===== src/rtl/fpdiv_if.sv =====
// Handshake and operand/result bus for the iterative binary32 divider.
// The master launches divisions; the slave (the divider) returns the quotient.
interface fpdiv_if;
    logic        start;
    logic [31:0] dataa;
    logic [31:0] datab;
    logic [31:0] result;
    logic        done;

    modport master (
        output start,
        output dataa,
        output datab,
        input  result,
        input  done
    );

    modport slave (
        input  start,
        input  dataa,
        input  datab,
        output result,
        output done
    );
endinterface


===== src/rtl/fpdiv.sv =====
// Iterative IEEE-754 binary32 divider.
// Restoring shift-subtract loop, one quotient bit per clock, round to nearest even.
// Fixed latency: 26 DIVIDE cycles plus one ROUND cycle after the accept edge,
// independent of the operand values (special operands run the full sequence too).
// Denormal inputs are flushed to zero and no denormal results are produced.
module fpdiv (
    input  logic   clk,
    input  logic   reset,
    fpdiv_if.slave bus
);

    localparam logic [1:0] ST_IDLE   = 2'd0;
    localparam logic [1:0] ST_DIVIDE = 2'd1;
    localparam logic [1:0] ST_ROUND  = 2'd2;
    localparam logic [1:0] ST_DONE   = 2'd3;

    localparam logic [31:0] QNAN = 32'h7fc00000;

    // Operand classification: returns {special_flag, special_result}.
    // Priority: NaN (incl. 0/0, inf/inf), then signed infinity, then signed zero.
    function automatic logic [32:0] classify(input logic [31:0] a, input logic [31:0] b);
        logic a_zero;
        logic b_zero;
        logic a_inf;
        logic b_inf;
        logic a_nan;
        logic b_nan;
        logic sgn;
        logic [32:0] res;
        a_zero = (a[30:23] == 8'd0);
        b_zero = (b[30:23] == 8'd0);
        a_inf  = (a[30:23] == 8'hff) && (a[22:0] == 23'd0);
        b_inf  = (b[30:23] == 8'hff) && (b[22:0] == 23'd0);
        a_nan  = (a[30:23] == 8'hff) && (a[22:0] != 23'd0);
        b_nan  = (b[30:23] == 8'hff) && (b[22:0] != 23'd0);
        sgn    = a[31] ^ b[31];
        if (a_nan || b_nan || (a_zero && b_zero) || (a_inf && b_inf)) begin
            res = {1'b1, QNAN};
        end else if (a_inf || b_zero) begin
            res = {1'b1, sgn, 8'hff, 23'd0};
        end else if (a_zero || b_inf) begin
            res = {1'b1, sgn, 31'd0};
        end else begin
            res = {1'b0, 32'd0};
        end
        return res;
    endfunction

    logic [1:0]        state_q,    state_d;
    logic [4:0]        cnt_q,      cnt_d;
    logic              sign_q,     sign_d;
    logic signed [9:0] exp_q,      exp_d;       // ea - eb + 126 (unnormalised)
    logic [24:0]       rem_q,      rem_d;
    logic [23:0]       mb_q,       mb_d;
    logic [25:0]       quo_q,      quo_d;
    logic              spec_q,     spec_d;
    logic [31:0]       spec_res_q, spec_res_d;
    logic [31:0]       result_q,   result_d;
    logic              done_q,     done_d;

    logic              ge_s;
    logic [24:0]       rem_sub_s;
    logic [24:0]       rem_next_s;
    logic [25:0]       quo_next_s;

    logic [23:0]       man_s;
    logic              guard_s;
    logic              sticky_s;
    logic              inc_s;
    logic [24:0]       man_rnd_s;
    logic [23:0]       man_fin_s;
    logic signed [9:0] exp_norm_s;
    logic signed [9:0] exp_fin_s;
    logic [31:0]       round_res_s;
    logic [32:0]       class_s;

    // One restoring divide step: compare, conditionally subtract, shift.
    always_comb begin
        ge_s       = (rem_q >= {1'b0, mb_q});
        if (ge_s) begin
            rem_sub_s = rem_q - {1'b0, mb_q};
        end else begin
            rem_sub_s = rem_q;
        end
        rem_next_s = rem_sub_s << 1;
        quo_next_s = {quo_q[24:0], ge_s};
    end

    // Normalise, round to nearest even, range-check and apply special override.
    always_comb begin
        if (quo_q[25]) begin
            man_s      = quo_q[25:2];
            guard_s    = quo_q[1];
            sticky_s   = quo_q[0] | (rem_q != 25'd0);
            exp_norm_s = exp_q + 10'sd1;
        end else begin
            man_s      = quo_q[24:1];
            guard_s    = quo_q[0];
            sticky_s   = (rem_q != 25'd0);
            exp_norm_s = exp_q;
        end
        inc_s     = guard_s & (sticky_s | man_s[0]);
        man_rnd_s = {1'b0, man_s} + {24'd0, inc_s};
        if (man_rnd_s[24]) begin
            // Rounding carried out to 2.0: renormalise to 1.0 at the next exponent.
            man_fin_s = 24'h800000;
            exp_fin_s = exp_norm_s + 10'sd1;
        end else begin
            man_fin_s = man_rnd_s[23:0];
            exp_fin_s = exp_norm_s;
        end
        if (spec_q) begin
            round_res_s = spec_res_q;
        end else if (exp_fin_s >= 10'sd255) begin
            round_res_s = {sign_q, 8'hff, 23'd0};
        end else if (exp_fin_s <= 10'sd0) begin
            round_res_s = {sign_q, 31'd0};
        end else begin
            round_res_s = {sign_q, exp_fin_s[7:0], man_fin_s[22:0]};
        end
    end

    // Controller next-state: launch, iterate, round, hold.
    always_comb begin
        state_d    = state_q;
        cnt_d      = cnt_q;
        sign_d     = sign_q;
        exp_d      = exp_q;
        rem_d      = rem_q;
        mb_d       = mb_q;
        quo_d      = quo_q;
        spec_d     = spec_q;
        spec_res_d = spec_res_q;
        result_d   = result_q;
        done_d     = done_q;
        class_s    = classify(bus.dataa, bus.datab);
        case (state_q)
            ST_IDLE, ST_DONE: begin
                if (bus.start) begin
                    sign_d     = bus.dataa[31] ^ bus.datab[31];
                    exp_d      = $signed({2'b00, bus.dataa[30:23]})
                               - $signed({2'b00, bus.datab[30:23]}) + 10'sd126;
                    rem_d      = {1'b0, (bus.dataa[30:23] != 8'd0), bus.dataa[22:0]};
                    mb_d       = {(bus.datab[30:23] != 8'd0), bus.datab[22:0]};
                    quo_d      = 26'd0;
                    spec_d     = class_s[32];
                    spec_res_d = class_s[31:0];
                    cnt_d      = 5'd25;
                    done_d     = 1'b0;
                    state_d    = ST_DIVIDE;
                end else begin
                    state_d    = state_q;
                end
            end
            ST_DIVIDE: begin
                rem_d = rem_next_s;
                quo_d = quo_next_s;
                if (cnt_q == 5'd0) begin
                    state_d = ST_ROUND;
                end else begin
                    cnt_d   = cnt_q - 5'd1;
                end
            end
            ST_ROUND: begin
                result_d = round_res_s;
                done_d   = 1'b1;
                state_d  = ST_DONE;
            end
            default: begin
                state_d = ST_IDLE;
            end
        endcase
    end

    // State registers with asynchronous abort to IDLE.
    always_ff @(posedge clk or posedge reset) begin
        if (reset) begin
            state_q    <= ST_IDLE;
            cnt_q      <= 5'd0;
            sign_q     <= 1'b0;
            exp_q      <= 10'sd0;
            rem_q      <= 25'd0;
            mb_q       <= 24'd0;
            quo_q      <= 26'd0;
            spec_q     <= 1'b0;
            spec_res_q <= 32'd0;
            result_q   <= 32'd0;
            done_q     <= 1'b0;
        end else begin
            state_q    <= state_d;
            cnt_q      <= cnt_d;
            sign_q     <= sign_d;
            exp_q      <= exp_d;
            rem_q      <= rem_d;
            mb_q       <= mb_d;
            quo_q      <= quo_d;
            spec_q     <= spec_d;
            spec_res_q <= spec_res_d;
            result_q   <= result_d;
            done_q     <= done_d;
        end
    end

    assign bus.result = result_q;
    assign bus.done   = done_q;

endmodule


===== src/flat_wrapper.sv =====
// flat-port wrapper written by rule: the top's interface ports become plain ports
module fpdiv_flat 
  (clk, reset, bus_start, bus_dataa, bus_datab, bus_result, bus_done);
  fpdiv_if bus_i ();
  input  logic clk;
  input  logic reset;
  input wire logic [$bits(bus_i.start)-1:0] bus_start;
  input wire logic [$bits(bus_i.dataa)-1:0] bus_dataa;
  input wire logic [$bits(bus_i.datab)-1:0] bus_datab;
  output wire logic [$bits(bus_i.result)-1:0] bus_result;
  output wire logic [$bits(bus_i.done)-1:0] bus_done;
  assign bus_i.start = bus_start;
  assign bus_i.dataa = bus_dataa;
  assign bus_i.datab = bus_datab;
  assign bus_result = bus_i.result;
  assign bus_done = bus_i.done;
  fpdiv u_core (.clk(clk), .reset(reset), .bus(bus_i));
endmodule

===== config.mk =====
export PLATFORM = sky130hd
export DESIGN_NAME = fpdiv_flat
export DESIGN_NICKNAME = d
export VERILOG_FILES = /design/src/rtl/fpdiv_if.sv /design/src/rtl/fpdiv.sv /design/src/flat_wrapper.sv
export SDC_FILE = /design/constraint.sdc
export NUM_CORES = 1
export LEC_CHECK = 0
export BUFFER_PORTS_ARGS = -buffer_cell sky130_fd_sc_hd__buf_2
export CAP_MARGIN = 20
export CORE_MARGIN = 4
export CORE_UTILIZATION = 30
export DETAILED_ROUTE_END_ITERATION = 8
export MAX_ROUTING_LAYER = met4
export PLACE_DENSITY = 0.58
export SLEW_MARGIN = 30
export SYNTH_ARGS = -nofsm -noshare
export SYNTH_HDL_FRONTEND = slang
export SYNTH_SLANG_ARGS = --single-unit

===== constraint.sdc =====
create_clock -name clk -period 9.9 [get_ports clk]
set_input_delay 0.495 -clock clk [delete_from_list [all_inputs] [get_ports clk]]
set_output_delay 0.495 -clock clk [all_outputs]
set_load 0.05 [all_outputs]

==> results.md <==
- Status: finished clean
- DP Area: approximately 9900 µm²
- Final Cycle Share: 0.436
- Initial core utilization: 0.305
- Most frequent cells in the layout: 129 x dfrtp_1, 99 x buf_2, 79 x o21ai_0
- Crit path DAT: 4590 ps
- Final Power: approximately 3.5 mW
- Largest net degree at the start of global routing: 77
- Worst setup EP type: flip-flop
- Share of layout cells above drive strength 1: 0.179
- Final number of setup-violating endpoints: 0
- Dpl cells: approximately 1500
- Yosys cell types: 84
- I/O Buffers: roughly 100
- CTS H-tree lvls: 4
- Power Density: approximately 340 nW/µm²
- CTS resizes: 0
- Mapped cell area: 9090 µm²
- DR iter-0 viols: 608
- Avg Inst Size Synth: 8.85 µm²
- # nets final: 1203
- Layout fillers: 3059
- Clock buffers created by TritonCTS: 17
- Via-to-Cell Ratio: between 5 and 6
- IO Pins: 100
- Non-filler cells, final: between 1000 and 1500
- Worst min-delay path class: input pin to async pin
- Startpoint Class: flip-flop
- Final wirelength: 24900 µm
- GRT Util Overall: 0.154
- Vias: ~8000
- Worst VDD drop: about 0.16 mV
- Final ANT Viol Nets: 0
- Fin Clk Skew: 8.23 ps
- First-pass GRT wire length: 40700 µm
- Total negative slack: 0 ps
- Slew headroom: 0.439
- DRC: 0
- Die boundary width: about 180 µm
- Cell Rows: 63
- FF+latch count, synth: 130
- Die height: roughly 180 µm
- Fin area: ~11000 µm²
- RSZ-0062 raised after global routing: false
- YS warnings: 0
- Pins Over Slew Limit: 0
- Vias in the first global route: about 7500
- Die Area: 33200 µm²
- Asr flop ratio synth: 1.00
- WS Path Type: flip-flop to flip-flop
- Flop2flop setup slack: about 5600 ps
- Clk_lat worst skew: around 430 ps
- Clock root buffer: clkbuf_16
- Antenna violations before repair: 0
- P_leak: about 4.6 nW
- Hpwl dp: 18200 µm
- Postcts setup bufs: 0
- Post-Syn Nets: about 1100
- Max-cap viol count: 0
- Clock Pin Slew Worst Setup and Hold Paths: around 60 ps
- Placer Congestion: 0.890
- Top FF cell, synth: dfrtp_1
- Drt wl/cell: approximately 17 µm
- Clk sinks: 130
- Hold-fix buffers at CTS: 0
- Minimum clock period: 4310 ps
- Number of synthesized flops with an enable pin: 0
- Required time of the critical path: between 10000 and 15000 ps
- Initial DRT Pass Iterations: 8
- Post-synthesis cell count: just over 1000
- Grt ovf: 0
- Area Overhead vs Synth: 15.6%
- Core Region: between 20000 and 30000 µm²
- Clk buf depth: 2
- CTS tree: yes
- Final hold viol count: 0
- Slew @ Worst Pin: around 840 ps
- Commonest non-fill, non-tap cell in the layout: dfrtp_1
- Maximum clock frequency: between 200 and 250 MHz
- Critical Path Fanout Max: 66
- ANT cells: 0
- Register area share after synthesis: 0.358
-- registers in the layout, summed over array words and instances, names as in the netlist, 2 cells and up --
name / flops
u_core.quo_q: 26
u_core.exp_q: 10
u_core.mb_q: 24
u_core.state_q: 2
u_core.spec_res_q: 3
u_core.bus.result: 32
u_core.rem_q: 25
u_core.cnt_q: 5
-- power breakdown --
part / switching [mW] / internal, mW
Clock: 0.251 / 0.402
Sequential: 0.167 / 0.700
Combinational: 1.23 / 0.781
-- worst max-delay path: stages, from the launching register on --
cell and delay [ps]:
dfrtp_2 340, buf_4 560, mux2i_1 160, nor2b_1 130
ha_1 200, and3_1 240, nand4_2 170, nor4_4 630
nand4_1 220, a21oi_1 570, a211o_1 720, o32ai_1 200
-- through the flow --
stage / hold WS (ps) / utilization / setup WS, ps
2_1_floorplan: 443 / - / 5780
4_1_cts: 133 / 0.353 / 5520
5_1_grt: 154 / 0.353 / 5100
3_3_place_gp: 465 / 0.333 / 5630
3_5_place_dp: 469 / 0.333 / 5530
6_report: 104 / 0.353 / 5590
-- cell usage after synthesis (all sizes together) (6+ instances only) --
master,number,area share
dfrtp,130,0.36
o21ai,81,0.045
nand2,79,0.033
nor2,74,0.031
a21oi,67,0.037
inv,65,0.027
clkbuf,41,0.017
ha,41,0.056
mux2,31,0.039
xnor2,27,0.028
mux2i,23,0.025
nor3,23,0.013
nand3,22,0.013
xor2,22,0.021
buf,21,0.013
nand4,19,0.014
a22o,18,0.017
nor4,18,0.014
o2bb2ai,17,0.016
and3,13,0.0089
o22ai,12,0.0083
o31ai,11,0.0091
a211oi,10,0.0088
a21o,9,0.0074
and2,9,0.0062
nand2b,9,0.0070
nor2b,9,0.0062
or3,9,0.0062
a21boi,8,0.0066
and4,8,0.0077
o32ai,7,0.0092
a311oi,6,0.0058
a31oi,6,0.0041
o21a,6,0.0050
-- routing by layer --
metal  GRT usage  vias to the layer above  share of wire
li1            -                     3927              -
met1       0.219                     3821           0.49
met2       0.233                      202           0.46
met3      0.0259                       17          0.042
met4      0.0285                        0         0.0071
met5           -                        -              0
-- worst paths after layout --
kind | cells past startpoint | from | end
hold reg to reg | 1 | u_core.sign_q$_DFFE_PP0P_ | u_core.sign_q$_DFFE_PP0P_
hold / removal | 2 | reset | u_core.bus.result[29]$_DFFE_PP0P_
setup / recovery | 11 | u_core.quo_q[25]$_DFFE_PP0P_ | u_core.bus.result[5]$_DFFE_PP0P_
max in group asynchronous | 3 | reset | u_core.mb_q[19]$_DFFE_PP0P_
min in group clk | 2 | bus_datab[6] | u_core.mb_q[6]$_DFFE_PP0P_
setup reg to reg | 11 | u_core.quo_q[25]$_DFFE_PP0P_ | u_core.bus.result[5]$_DFFE_PP0P_
-- cells by family after synthesis --
| kind of cell | count (synthesis) | synth area share |
|---|---|---|
| AOI/OAI and AO/OA | 311 | 0.232 |
| xor gates and xnor gates | 49 | 0.0493 |
| adders and majority gates | 43 | 0.0608 |
| buffers and inverters | 128 | 0.0568 |
| DFF | 130 | 0.358 |
| muxes | 54 | 0.0641 |
| and+or+nand+nor | 312 | 0.179 |
-- cell type report --
class / instances / area (µm²) / area share
Clock buffer: 19 / 443 / 0.0421
Clock inverter: 13 / 160 / 0.0152
Inverter: 66 / 253 / 0.0240
Multi-Input combinational cell: 769 / 5340 / 0.508
Sequential cell: 130 / 3250 / 0.309
Tap cell: 390 / 488 / 0.0464
Timing Repair Buffer: 109 / 574 / 0.0546
Power figures use the tool's default switching activity.
